===== src/rtl/nic_endpoint.sv =====
// NIC endpoint: bridges the processor's NIC access port to one router port through
// one-entry input (ICB) and output (OCB) channel buffers with polled full flags.
module nic_endpoint #(
    parameter int unsigned DATA_WIDTH = 64,
    parameter int unsigned ADDR_WIDTH = 2
) (
    input  logic                  clk,
    input  logic                  rst,
    input  logic                  nicEn,
    input  logic                  nicEnWr,
    input  logic [ADDR_WIDTH-1:0] adder_nic,
    input  logic [DATA_WIDTH-1:0] nic_dataIn,
    output logic [DATA_WIDTH-1:0] nic_dataOut,
    input  logic                  net_si,
    output logic                  net_ri,
    input  logic [DATA_WIDTH-1:0] net_di,
    output logic                  net_so,
    input  logic                  net_ro,
    output logic [DATA_WIDTH-1:0] net_do
);

    localparam logic [ADDR_WIDTH-1:0] SelIcb   = ADDR_WIDTH'(0);
    localparam logic [ADDR_WIDTH-1:0] SelInSt  = ADDR_WIDTH'(1);
    localparam logic [ADDR_WIDTH-1:0] SelOcb   = ADDR_WIDTH'(2);
    localparam logic [ADDR_WIDTH-1:0] SelOutSt = ADDR_WIDTH'(3);

    logic [DATA_WIDTH-1:0] icb_q, icb_d;
    logic [DATA_WIDTH-1:0] ocb_q, ocb_d;
    logic [DATA_WIDTH-1:0] dout_q, dout_d;
    logic                  in_full_q, in_full_d;
    logic                  out_full_q, out_full_d;

    logic proc_rd;
    logic proc_wr;
    logic net_accept;
    logic net_drain;

    assign proc_rd    = nicEn & ~nicEnWr;
    assign proc_wr    = nicEn & nicEnWr;
    assign net_accept = net_si & ~in_full_q;
    assign net_drain  = out_full_q & net_ro;

    always_comb begin
        icb_d      = icb_q;
        ocb_d      = ocb_q;
        dout_d     = dout_q;
        in_full_d  = in_full_q;
        out_full_d = out_full_q;

        // Delivery needs in_full=0 and a pop needs in_full=1, so these never collide.
        if (net_accept) begin
            icb_d     = net_di;
            in_full_d = 1'b1;
        end

        if (net_drain) begin
            out_full_d = 1'b0;
        end

        if (proc_rd) begin
            case (adder_nic)
                SelIcb: begin
                    dout_d = icb_q;
                    if (in_full_q) begin
                        in_full_d = 1'b0;
                    end
                end
                SelInSt:  dout_d = DATA_WIDTH'(in_full_q);
                SelOcb:   dout_d = ocb_q;
                SelOutSt: dout_d = DATA_WIDTH'(out_full_q);
                default:  dout_d = dout_q;
            endcase
        end

        // A write landing on the drain cycle still sees out_full=1 and is dropped.
        if (proc_wr && (adder_nic == SelOcb) && !out_full_q) begin
            ocb_d      = nic_dataIn;
            out_full_d = 1'b1;
        end
    end

    always_ff @(posedge clk or posedge rst) begin
        if (rst) begin
            icb_q      <= '0;
            ocb_q      <= '0;
            dout_q     <= '0;
            in_full_q  <= 1'b0;
            out_full_q <= 1'b0;
        end else begin
            icb_q      <= icb_d;
            ocb_q      <= ocb_d;
            dout_q     <= dout_d;
            in_full_q  <= in_full_d;
            out_full_q <= out_full_d;
        end
    end

    assign nic_dataOut = dout_q;
    assign net_ri      = ~in_full_q;
    assign net_so      = out_full_q;
    assign net_do      = ocb_q;

endmodule


===== config.mk =====
export PLATFORM = sky130hd
export DESIGN_NAME = nic_endpoint
export DESIGN_NICKNAME = d
export VERILOG_FILES = /design/src/rtl/nic_endpoint.sv
export SDC_FILE = /design/constraint.sdc
export NUM_CORES = 1
export LEC_CHECK = 0
export CORE_MARGIN = 8
export CORE_UTILIZATION = 41
export CTS_CLUSTER_DIAMETER = 200
export DETAILED_ROUTE_END_ITERATION = 10
export PLACE_DENSITY = 0.76
export SYNTH_ARGS = -nofsm -noshare
export SYNTH_HDL_FRONTEND = slang
export SYNTH_SLANG_ARGS = --single-unit

===== constraint.sdc =====
create_clock -name clk -period 5.4 [get_ports clk]
set_input_delay 0.54 -clock clk [delete_from_list [all_inputs] [get_ports clk]]
set_output_delay 0.54 -clock clk [all_outputs]
set_load 0.05 [all_outputs]

Word-level counts from Yosys, hierarchy flattened
Index checks and enable logic that the tools add are counted.
{"block": "word_totals", "wordCells": 26, "inputBits": 136, "reg_bits": 194, "output_inout_bits": 130}
{"block": "op_classes", "n_mux": 7, "n_bitwise": 6, "n_eq_ne": 3, "n_reduce_logical": 5}
{"cell": "case mux 64 bit (4 select lines)", "n": 1}
{"cell": "two-way mux 1 bit", "n": 6}
{"cell": "AND 1 bit", "n": 4}
{"cell": "== test 2 bit (second input constant)", "n": 2}
{"cell": "== test 2 x 1 -> 1 bit (second input constant)", "n": 1}
{"cell": "logical AND 1 bit", "n": 2}
{"cell": "logical NOT 2 bit", "n": 1}
{"cell": "NOT 1 bit", "n": 2}
{"cell": "nonzero test 2 bit", "n": 1}
{"cell": "logical NOT 1 bit", "n": 1}

Longest topological paths before layout
{"block": "logic_depth", "depth_word": 6, "mapped_depth": 5, "ltp_nobuf": 3}

Worst setup path after synthesis
No wires, ideal clock.
{"block": "synth_path", "kind": "reg2reg", "from": "register out_full_q, in the netlist net_so", "to": "register ocb_q[19], in the netlist net_do[19]", "slack_ps": 3807, "required_time_ps": 5275, "n_path_buf": 2, "setup_ps": 125, "arrival_ps": 1468, "path_stages_with_launch": 6, "synth_period_minus_slack_ps": 1593, "cell_sequence": "dfrtp_1 > nor2_1 > nand4_1 > buf_4 > buf_6 > mux2_4"}
{"block": "synth_between", "elab_chain_len": 2}
{"item": "start: declaration", "line_no": "31", "source": "logic out_full_q, out_full_d;"}
{"item": "start signal: assignment", "line_no": "94", "source": "out_full_q <= out_full_d;"}
{"item": "logical NOT 1 bit", "line_no": "76", "source": "if (proc_wr && (adder_nic == SelOcb) && !out_full_q) begin"}
{"item": "logical AND 1 bit", "line_no": "76"}
{"item": "end signal: assignment", "line_no": "85", "source": "ocb_q <= '0;"}
{"item": "end signal: assignment", "line_no": "91", "source": "ocb_q <= ocb_d;"}
{"item": "end: declaration", "line_no": "28", "source": "logic [DATA_WIDTH-1:0] ocb_q, ocb_d;"}
Every way passes these cells.
A chain may end at the register's enable or synchronous reset.

Final worst setup path
{"block": "layout_path", "from": "input nicEnWr", "to": "register dout_q[20], in the netlist nic_dataOut[20]"}
{"block": "layout_between", "elab_chain_len": 2}
{"item": "start: declaration", "line_no": "10", "source": "input logic nicEnWr,"}
{"item": "NOT 1 bit", "line_no": "38", "source": "assign proc_rd = nicEn & ~nicEnWr;"}
{"item": "AND 1 bit", "line_no": "38"}
{"item": "end signal: assignment", "line_no": "92", "source": "dout_q <= dout_d;"}
{"item": "end: declaration", "line_no": "29", "source": "logic [DATA_WIDTH-1:0] dout_q, dout_d;"}
Every way passes these cells.

==> results.sh <==
export IMPL_ios=266
export IMPL_commonest_non_fill_non_tap_cells_in_the_layout="sky130_fd_sc_hd__clkdlybuf4s50_1, sky130_fd_sc_hd__dfrtp_1, sky130_fd_sc_hd__mux2_2, sky130_fd_sc_hd__mux2i_1, sky130_fd_sc_hd__nand2_1"
export IMPL_drt_drc_violations_left=0
export IMPL_final_antenna_net_count=0
export IMPL_pre_cts_ws_ns=2.31
export IMPL_post_cts_resize_count=0
export IMPL_worst_slack_ns=2.77
export IMPL_holdCritPathClass="reg -> reg"
export IMPL_track_usage_pct=17.8
export IMPL_cellLeakagePower_uw=0.00508
export IMPL_grt_first_pass_wirelength_mm=33.4
export IMPL_gp_congestion=0.784
export IMPL_report_final_hold_viol_count=0
export IMPL_yosys_area_top_type_share_pct=60.9
export IMPL_fillCellCount=1613
export IMPL_finalWorstPathRequiredPeriod_ns=2.63
export IMPL_cts_tree="built"
export IMPL_buffer_count_from_post_cts_setup_fixing=0
export IMPL_viasPerCell=4.86
export IMPL_num_nets_final=951
export IMPL_rows=51
export IMPL_flow_area_growth_from_synthesis_pct=42.8
export IMPL_dieWidth_microns=155
export IMPL_post_synth_top_area_cell="sky130_fd_sc_hd__dfrtp_1"
export IMPL_postSynthCellCount=559
export IMPL_max_vdd_ir_drop_mv=0.340
export IMPL_post_route_clock_period_utilization_pct=48.7
export IMPL_finalMaxSlewViolations=0
export IMPL_cts_root_buffer="sky130_fd_sc_hd__clkbuf_16"
export IMPL_netlist_cell_type_count=20
export IMPL_core_area_sq_um=19300
export IMPL_yosysWarnings=0
export IMPL_clock_sinks=194
export IMPL_numPlacedInstances=1061
export IMPL_critical_path_max_fanout=66
export IMPL_floorplan_initialDensity_pct=41.4
export IMPL_firstDrtPassIters=4
export IMPL_final_layout_size_suffix_gt1_share_pct=20.9
export IMPL_timing_critical_path_from_type="input pin"
export IMPL_numCtsBuffers=17
export IMPL_multiInputGateArea_sq_um=2900
export IMPL_hold_slack_ns=0.479
export IMPL_violation_count_after_the_first_detailed_routing_iteration=210
export IMPL_finish_utilization_pct=59.1
export IMPL_setup_viol=0
export IMPL_hold_buffers=0
export IMPL_detailed_place_hpwl_mm=14.9
export IMPL_setup_tns_final_ns=0
export IMPL_grt_start_max_net_pins=119
export IMPL_area_taken_by_flip_flops_and_latches_sq_um=4850
export IMPL_ys_top_cells_by_area="sky130_fd_sc_hd__dfrtp_1, sky130_fd_sc_hd__mux2_2, sky130_fd_sc_hd__mux2_4"
export IMPL_worst_skew_late_latency_ns=0.42
export IMPL_synth_fp_nets=695
export IMPL_critPathKind="in -> reg"
export IMPL_first_global_vias=5738
export IMPL_totalWireLength_mm=21.4
export IMPL_number_of_standard_cells_in_the_layout_taps_in_and_fillers_out=1094
export IMPL_netlist_area_before_placement_sq_um=7970
export IMPL_via_count=5318
export IMPL_critical_path_required_ns=5.68
export IMPL_avgSynthCellArea_sq_um=14.3
export IMPL_clock_tree_buffer_depth=2
export IMPL_rsz0062_at_grt="no"
export IMPL_max_clock_freq_ghz=0.380
export IMPL_tightest_slew_ns=0.953
export IMPL_max_slew_margin_pct=36.5
export IMPL_finalClockSkew_ns=0.0104
export IMPL_route_detailed_wl_per_inst_microns=19.6
export IMPL_cts_max_level=4
export IMPL_run_status="finished clean"
export IMPL_seq_area_frac_synth_pct=60.9
export IMPL_dieArea_sq_um=24200
export IMPL_path_clk_slew_ns=0.07
export IMPL_globalRouteOverflowTotal=0
export IMPL_grt_antenna_before_repair=0
export IMPL_pwr_density_cell_nw_per_um2=496
export IMPL_setup_worst_path_end_class="flip-flop"
export IMPL_final_common_cell="sky130_fd_sc_hd__clkdlybuf4s50_1"
export IMPL_postSynthRegisterBits=194
export IMPL_fp_dieH_microns=155
export IMPL_worst_path_arrival_ns=2.91
export IMPL_portBuffers=265
export IMPL_max_cap_violations=0
stage by stage:
| step | area, sq um | total power [uW] |
|---|---|---|
| after detailed placement | 10800 | 4490 |
| after floorplan | 7970 | 3690 |
| after global placement | 10800 | 4430 |
| after CTS | 11400 | 5720 |
| final | 11400 | 5650 |
| after global routing | 11400 | 5920 |
final cells by class:
type	instances	share of cell area, %
inverter	3	0.132
clock inverter	13	1.02
antenna	1	0.0220
tap	265	2.91
sequential	194	42.7
clock buffer	19	3.89
timing repair buffer	272	23.9
multi-input combinational	327	25.5
critical path, cell delays in order:
cell	delay, ns
sky130_fd_sc_hd__clkdlybuf4s50_1	0.48
sky130_fd_sc_hd__nand2b_4	0.63
sky130_fd_sc_hd__or2_2	0.55
sky130_fd_sc_hd__buf_4	0.47
sky130_fd_sc_hd__o21ai_0	0.17
state kept, by name, indices dropped and copies added (netlist names):
signal / count
nic_dataOut: 64
icb_q: 64
in_full_q: 1
net_so: 1
net_do: 64
routing by layer:
layer	track usage (%)	part of all wire [%]	routed length, microns	vias to the layer above
met2	27.9	47	10000	188
met5	0	0	0	-
met1	23.5	44	9490	2660
li1	-	-	-	2458
met4	4.53	1.0	215	0
met3	5.58	8.1	1730	12
path summary, 6_finish.rpt:
kind	startpoint	end	slack [ns]	cells after the start
max in group asynchronous	rst	nic_dataOut[12]$_DFFE_PP0P_	3.94	3
setup reg to reg	in_full_q$_DFF_PP0_	icb_q[43]$_DFFE_PP0P_	3.06	3
hold / removal	nic_dataOut[28]$_DFFE_PP0P_	nic_dataOut[28]$_DFFE_PP0P_	0.48	2
setup / recovery	nicEnWr	nic_dataOut[20]$_DFFE_PP0P_	2.77	5
hold reg to reg	nic_dataOut[28]$_DFFE_PP0P_	nic_dataOut[28]$_DFFE_PP0P_	0.48	2
min in group asynchronous	rst	net_do[21]$_DFFE_PP0P_	0.65	3
logic make-up after synthesis:
logic type / share of synthesized area [%]
DFF: 60.9
AOI/OAI and AO/OA: 4.11
buffers and inverters: 2.75
muxes: 28.7
and+or+nand+nor: 3.49
report_power, final:
group | total [uW] | switching (uW) | leakage (uW) | internal [uW]
Clock | 1210 | 590 | 0.000268 | 621
Combinational | 2220 | 1260 | 0.00242 | 952
Sequential | 2220 | 297 | 0.00239 | 1920
Yosys cell counts:
library cell,n
sky130_fd_sc_hd__nand4_1,1
sky130_fd_sc_hd__o21ai_1,20
sky130_fd_sc_hd__or2_1,1
sky130_fd_sc_hd__mux2_2,80
sky130_fd_sc_hd__o21bai_1,1
sky130_fd_sc_hd__nor2_1,1
sky130_fd_sc_hd__dfrtp_1,194
sky130_fd_sc_hd__mux4_2,1
sky130_fd_sc_hd__buf_4,6
sky130_fd_sc_hd__buf_2,13
sky130_fd_sc_hd__nand2b_4,1
sky130_fd_sc_hd__buf_6,5
sky130_fd_sc_hd__mux2_4,49
sky130_fd_sc_hd__clkbuf_1,11
sky130_fd_sc_hd__mux2i_1,63
sky130_fd_sc_hd__o21ai_0,44
sky130_fd_sc_hd__inv_1,3
sky130_fd_sc_hd__nand2_1,63
sky130_fd_sc_hd__nor3_1,1
sky130_fd_sc_hd__nor2b_1,1
Note: power is estimated with default switching activity, not from simulation.
